<file path="src/rtl/idecoder_seq.sv">
// idecoder_seq: instruction register with decoded immediate/opcode fields, plus a
// handshaked sequencer that issues the register-file operand steps of each instruction.
module idecoder_seq #(
    parameter int DATA_W        = 16,
    parameter int RF_READ_PORTS = 1
) (
    input  logic              clk,
    input  logic              rst,
    input  logic              ir_valid,
    output logic              ir_ready,
    input  logic [15:0]       ir,
    output logic [2:0]        opcode,
    output logic [1:0]        ALU_op,
    output logic [1:0]        shift_op,
    output logic [DATA_W-1:0] sximm5,
    output logic [DATA_W-1:0] sximm8,
    output logic              step_valid,
    input  logic              step_ready,
    output logic              rd_en,
    output logic              wr_en,
    output logic [1:0]        reg_sel,
    output logic [2:0]        r_addr,
    output logic [2:0]        w_addr,
    output logic [2:0]        r_addr_b,
    output logic              last,
    output logic              busy
);

    typedef enum logic [1:0] {
        IDLE   = 2'd0,
        READ_A = 2'd1,
        READ_B = 2'd2,
        WRITE  = 2'd3
    } state_t;

    localparam bit DUAL = (RF_READ_PORTS == 2);

    state_t      state_q, state_d, next_step;
    logic [15:0] ir_q, ir_d;
    logic        retire;
    logic        arith;
    logic        is_cmp;
    logic        mov_imm;

    // First step is chosen from the word being loaded, not from the register.
    function automatic state_t first_step(input logic [2:0] op, input logic [1:0] alu);
        state_t s;
        s = IDLE;
        if (op == 3'b101)
            s = READ_A;
        else if (op == 3'b110 && alu == 2'b00)
            s = READ_A;
        else if (op == 3'b110 && alu == 2'b10)
            s = WRITE;
        return s;
    endfunction

    function automatic state_t after_step(input state_t st, input logic two_src, input logic cmp);
        state_t s;
        s = IDLE;
        case (st)
            READ_A: begin
                if (!two_src)
                    s = WRITE;
                else if (!DUAL)
                    s = READ_B;
                else if (!cmp)
                    s = WRITE;
            end
            READ_B:  if (!cmp) s = WRITE;
            default: s = IDLE;
        endcase
        return s;
    endfunction

    assign arith   = (ir_q[15:13] == 3'b101) && (ir_q[12:11] != 2'b11);
    assign is_cmp  = (ir_q[15:13] == 3'b101) && (ir_q[12:11] == 2'b01);
    assign mov_imm = (ir_q[15:13] == 3'b110) && (ir_q[12:11] == 2'b10);

    assign opcode   = ir_q[15:13];
    assign ALU_op   = ir_q[12:11];
    assign shift_op = ir_q[4:3];
    assign sximm5   = {{(DATA_W-5){ir_q[4]}}, ir_q[4:0]};
    assign sximm8   = {{(DATA_W-8){ir_q[7]}}, ir_q[7:0]};
    assign busy     = (state_q != IDLE);

    always_comb begin
        next_step  = after_step(state_q, arith, is_cmp);
        step_valid = (state_q != IDLE);
        last       = step_valid && (next_step == IDLE);
        retire     = step_valid && step_ready;
        ir_ready   = !rst && (!step_valid || (retire && last));
        ir_d       = ir_q;
        state_d    = state_q;
        if (ir_valid && ir_ready) begin
            ir_d    = ir;
            state_d = first_step(ir[15:13], ir[12:11]);
        end else if (retire) begin
            state_d = last ? IDLE : next_step;
        end
    end

    always_comb begin
        rd_en   = (state_q == READ_A) || (state_q == READ_B);
        wr_en   = (state_q == WRITE);
        reg_sel = 2'b00;
        case (state_q)
            READ_A:  reg_sel = arith ? 2'b10 : 2'b00;
            WRITE:   reg_sel = mov_imm ? 2'b10 : 2'b01;
            default: reg_sel = 2'b00;
        endcase
        r_addr = ir_q[2:0];
        case (reg_sel)
            2'b10:   r_addr = ir_q[10:8];
            2'b01:   r_addr = ir_q[7:5];
            default: r_addr = ir_q[2:0];
        endcase
        w_addr   = r_addr;
        // With two read ports, Rm rides alongside Rn on the single read step.
        r_addr_b = (DUAL && state_q == READ_A && arith) ? ir_q[2:0] : 3'b000;
    end

    always_ff @(posedge clk or posedge rst) begin
        if (rst) begin
            state_q <= IDLE;
            ir_q    <= '0;
        end else begin
            state_q <= state_d;
            ir_q    <= ir_d;
        end
    end

endmodule

</file>
<file path="config.mk">
export PLATFORM = sky130hd
export DESIGN_NAME = idecoder_seq
export DESIGN_NICKNAME = d
export VERILOG_FILES = /design/src/rtl/idecoder_seq.sv
export SDC_FILE = /design/constraint.sdc
export NUM_CORES = 1
export LEC_CHECK = 0
export CAP_MARGIN = 20
export CORE_UTILIZATION = 39
export CTS_CLUSTER_DIAMETER = 100
export DETAILED_ROUTE_END_ITERATION = 8
export PLACE_DENSITY_LB_ADDON = 0.25
export SLEW_MARGIN = 20
export SYNTH_ARGS = -nofsm -noshare
export SYNTH_HDL_FRONTEND = slang
export SYNTH_SLANG_ARGS = --single-unit
</file>
<file path="constraint.sdc">
create_clock -name clk -period 2.4 [get_ports clk]
set_input_delay 0.48 -clock clk [delete_from_list [all_inputs] [get_ports clk]]
set_output_delay 0.48 -clock clk [all_outputs]
set_load 0.01 [all_outputs]
</file>
# [Word-level counts from Yosys, hierarchy flattened]
# Index checks and enable logic that the tools add are counted.
[classes] n_eq_ne=13 reduce_logical=18 muxes=13
[ops] operator="$mux W2" count=9
[ops] operator="$eq A3 B3 Y1 const B" count=4
[ops] operator="$eq A2 B2 Y1 const B" count=5
[ops] operator="$logic_and A1 B1 Y1" count=10
[ops] operator="$pmux W2 S2" count=2
[ops] operator="$eq A2 B1 Y1 const B" count=3
[ops] operator="$pmux W3 S2" count=1
[ops] operator="$logic_not A2 Y1" count=2
[ops] operator="$reduce_bool A2 Y1" count=2
[ops] operator="$logic_not A1 Y1" count=2
[ops] operator="$logic_or A1 B1 Y1" count=2
[ops] operator="$ne A2 B2 Y1 const B" count=1
[ops] operator="$mux W1" count=1
[word_totals] regBits=18 inputBits=20 out_inout_bits=56

# [Longest topological paths before layout]
[depth] ltp_word=11 ltp_mapped=10

# [Worst setup path after synthesis]
# Ideal clock, no wire load.
[synth_path] path_kind="register to output" startpoint="register state_q[0]" endpoint="output w_addr[2]" path_stages_with_launch=8 path_slack_ns=0.050 arrival_ns=1.870 n_path_buf=1 path_cell_list="dfrtp_1 > ha_1 > nand2_1 > o21ai_0 > and2_1 > ha_1 > o21ai_0 > buf_4"
[synth_via] elab_chain_cells=4
[synth_rtl] element="start: declaration" line="38" rtl="state_t state_q, state_d, next_step;"
[synth_rtl] element="start signal: assignment" line="128" rtl="state_q <= state_d;"
[synth_rtl] element="$eq A2 B2 Y1 *"
[synth_rtl] element="via wr_en" line="20" rtl="output logic wr_en,"
[synth_rtl] element="$pmux W2 S2 *" line="107" rtl="case (state_q)"
[synth_rtl] element="via reg_sel[1]" line="21" rtl="output logic [1:0] reg_sel,"
[synth_rtl] element="$eq A2 B1 Y1 / $eq A2 B2 Y1 (equally long branches)" line="113" rtl="case (reg_sel)"
[synth_rtl] element="$pmux W3 S2 *" line="113"
[synth_rtl] element="end: declaration" line="23" rtl="output logic [2:0] w_addr,"
# Mark *: on every way through the listed nets, which the timed path passes. The rest lies on a longest branch.

# [Worst setup path in the final report]
[layout_path] startpoint="register state_q[0]" endpoint="output w_addr[0]"
[layout_via] elab_chain_cells=4
[layout_rtl] element="$eq A2 B2 Y1 / $eq A2 B1 Y1 (equally long branches)" line="107"
[layout_rtl] element="$pmux W2 S2 *" line="107"
[layout_rtl] element="$eq A2 B1 Y1 / $eq A2 B2 Y1 (equally long branches)" line="113"
[layout_rtl] element="$pmux W3 S2 *" line="113"
# Mark *: on every way between the ends. The rest lies on a longest branch, timed or not.

==> results by group <==
Run status
  – Status: finished, violations left
  – Failing checks: negative setup slack

Timing
  – WHS: 538 ps
  – Slew margin rel.: 52.6%
  – Max Clk Rate: 414 MHz
  – RSZ-0062 raised after global routing: yes
  – Slew @ Worst Pin: 710 ps
  – Final Skew: 8.06 ps
  – Max-slew violations: 0
  – Fin worst setup slack: -14.0 ps
  – Endpoints failing setup: 5
  – Minimum clock period after layout: 2410 ps
  – Part of the cycle the worst path needs: 101%
  – Hold Violations, Final: 0

CTS
  – CTS root buf: clkbuf_4
  – Latest clock arrival within the worst-skew pair: 310 ps
  – Clk buf depth: 2
  – Clock-pin slew on the worst setup and hold paths: 110 ps
  – CTS tree: done
  – Hold_buf cts: 0
  – CTS sink cnt: 18
  – Num CTS Buffers: 3
  – H-tree levels: 1

Die
  – Die area: 3800 sq um
  – Site Rows: 21
  – Core ar.: 3360 sq um
  – I/O pins: 76
  – Die width: 61.7 um
  – Die extent in y: 61.7 um
  – Initial core utilization: 41.3%

Power
  – Lkg Pwr: 0.929 nW
  – P per Cell Area: 799 nW/um^2
  – Total Power: 1.63 mW
  – Max IR drop VDD: 344 uV

Synth
  – Dominant cell type by area after synthesis: dfrtp_1
  – Mapped Avg Cell Area: 10.3 sq um
  – Post-synth cell types: 27
  – Synthesized instance count: 135
  – Register area share after synthesis: 32.4%
  – Synthesized flop and latch total: 18
  – Largest cells by area after synthesis: dfrtp_1, buf_4, mux2_4, mux2_2, ha_1
  – Synthesized area: 1390 sq um
  – Yosys top cell area share: 32.4%
  – Ys Warns: 0

Worst hold path
  – Hold Crit Class: reg2reg
  – Worst hold path depth: 1

GRT
  – Initial antenna violation count: 0
  – All-Layer GR Usage: 16.2%
  – Pin count of the biggest net entering global routing: 19
  – Vias in the first global route: 989
  – GRT overflow: 0
  – First-pass GRT wire length: 4370 um

Finish
  – Layout area overhead: 46.9%
  – Share of cells above drive strength 1: 36.1%
  – Nets: 210
  – Final core utilization: 60.7%
  – Commonest non-fill, non-tap cells in the layout: clkdlybuf4s50_1, buf_4, dfrtp_1
  – Commonest non-fill, non-tap cell in the layout: clkdlybuf4s50_1
  – Antenna diodes: 0

Routing
  – Drt total wl: 3180 um
  – DR WL/cell: 13.9 um
  – Via density: 4.56
  – DRT Pass-1 Iters: 4
  – Via Count: 1,044
  – Initial DRC count: 32
  – Post-route DRC violation count: 0
  – Post-route antenna net violation count: 0

Setup path
  – Critical path startpoint category: flop
  – Crit path arrival time: 1930 ps
  – CP endpoint kind: primary output
  – CP max FO: 6
  – Reg2Reg Depth: 9
  – Req. time, crit path: 1920 ps
  – Worst Setup Path Type: reg2out

Place
  – Pre-CTS setup slack: -266 ps
  – GPL Wtd Cong: 0.773
  – Port bufs: 72
  – Post-DP HPWL: 2210 um

Run
  – Max-Cap Viols: 0
==> cells by family (layout without fill, tap and decap cells) <==
logic type / Yosys count / in the layout / synth area share [%]
buffers and inverters: 55 / 101 / 29.0
AND/OR/NAND/NOR: 20 / 20 / 8.29
multiplexers: 19 / 19 / 17.3
flip-flops: 18 / 18 / 32.4
AO/OA/AOI/OAI: 16 / 16 / 7.30
adder cells (fa/ha/maj): 6 / 6 / 5.41
other: 1 / 3 / 0.270
==> stage by stage <==
| stage | area (sq um) | cells | TNS, ps |
|---|---|---|---|
| final | 2040 | 229 | -47.9 |
| after global routing | 2040 | 229 | -800 |
| after CTS | 1980 | 228 | -112 |
| after detailed placement | 1920 | 222 | -1500 |
| after global placement | 1920 | 222 | -1170 |
| after floorplan | 1400 | 137 | 0 |
==> final timing paths <==
kind / start / endpoint / slack (ps)
worst max-delay path: state_q[0] / w_addr[0] / -10
worst min-delay path: ir_q[10] / ir_q[10] / 540
worst max register to register: state_q[0] / ir_q[14] / 320
worst min register to register: ir_q[10] / ir_q[10] / 540
max in group asynchronous: rst / state_q[1] / 1260
min in group asynchronous: rst / ir_q[3] / 650
==> Yosys cell counts <==
| cell | n |
|---|---|
| mux2_2 | 8 |
| dfrtp_1 | 18 |
| a21boi_0 | 1 |
| a21oi_1 | 3 |
| buf_12 | 1 |
| inv_1 | 7 |
| nor2b_1 | 1 |
| nand3_1 | 2 |
| mux2i_1 | 3 |
| and4bb_1 | 1 |
| and2_1 | 1 |
| ha_1 | 6 |
| o31ai_1 | 1 |
| nand2b_1 | 4 |
| and2b_2 | 1 |
| mux2_4 | 8 |
| o311a_1 | 1 |
| buf_4 | 46 |
| a311oi_1 | 1 |
| conb_1 | 1 |
| and3b_1 | 1 |
| nor2_1 | 1 |
| nor3b_1 | 1 |
| a22oi_1 | 3 |
| nand2_1 | 7 |
| buf_6 | 1 |
| o21ai_0 | 6 |
==> cell type report <==
cell class	instances	area, sq um
inverters	7	28.8
flip-flops and latches	18	453
multi-input cells	64	633
repair buffers	90	832
well taps	46	57.6
clock buffers	4	36.3
fillers	303	1320
==> where the power goes <==
part | total [mW] | switching (mW) | leakage (nW) | internal [mW]
Combinational | 0.954 | 0.364 | 0.697 | 0.590
Sequential | 0.479 | 0.0966 | 0.211 | 0.383
Clock | 0.198 | 0.105 | 0.0210 | 0.0927
Total | 1.63 | 0.566 | 0.929 | 1.07
==> sequential cells by signal (all words and copies together) (netlist names) <==
name and count:
state_q 2, ir_q 16
==> timing repair <==
item,in CTS,in global routing
endpoints found under the hold margin,0,0
buffers inserted,2,1
resized for setup,45,17
setup endpoints to repair,9,9
pin swaps,6,5
==> critical path, stage by stage (launching register included) <==
cell     delay [ps]
dfrtp_2         470
ha_4            180
nand2_1          90
o21ai_2          60
and2_4          170
ha_4            310
nand2_1          90
o21ai_2          80
buf_2           160
==> routing by layer <==
| metal | wire length (um) | up-vias | track usage [%] |
|---|---|---|---|
| met5 | 0 | - | 0 |
| met4 | 55 | 0 | 7.94 |
| met3 | 204 | 9 | 3.99 |
| met2 | 1780 | 47 | 31.3 |
| met1 | 1140 | 486 | 15.9 |
| li1 | - | 502 | - |
Power figures use the tool's default switching activity.
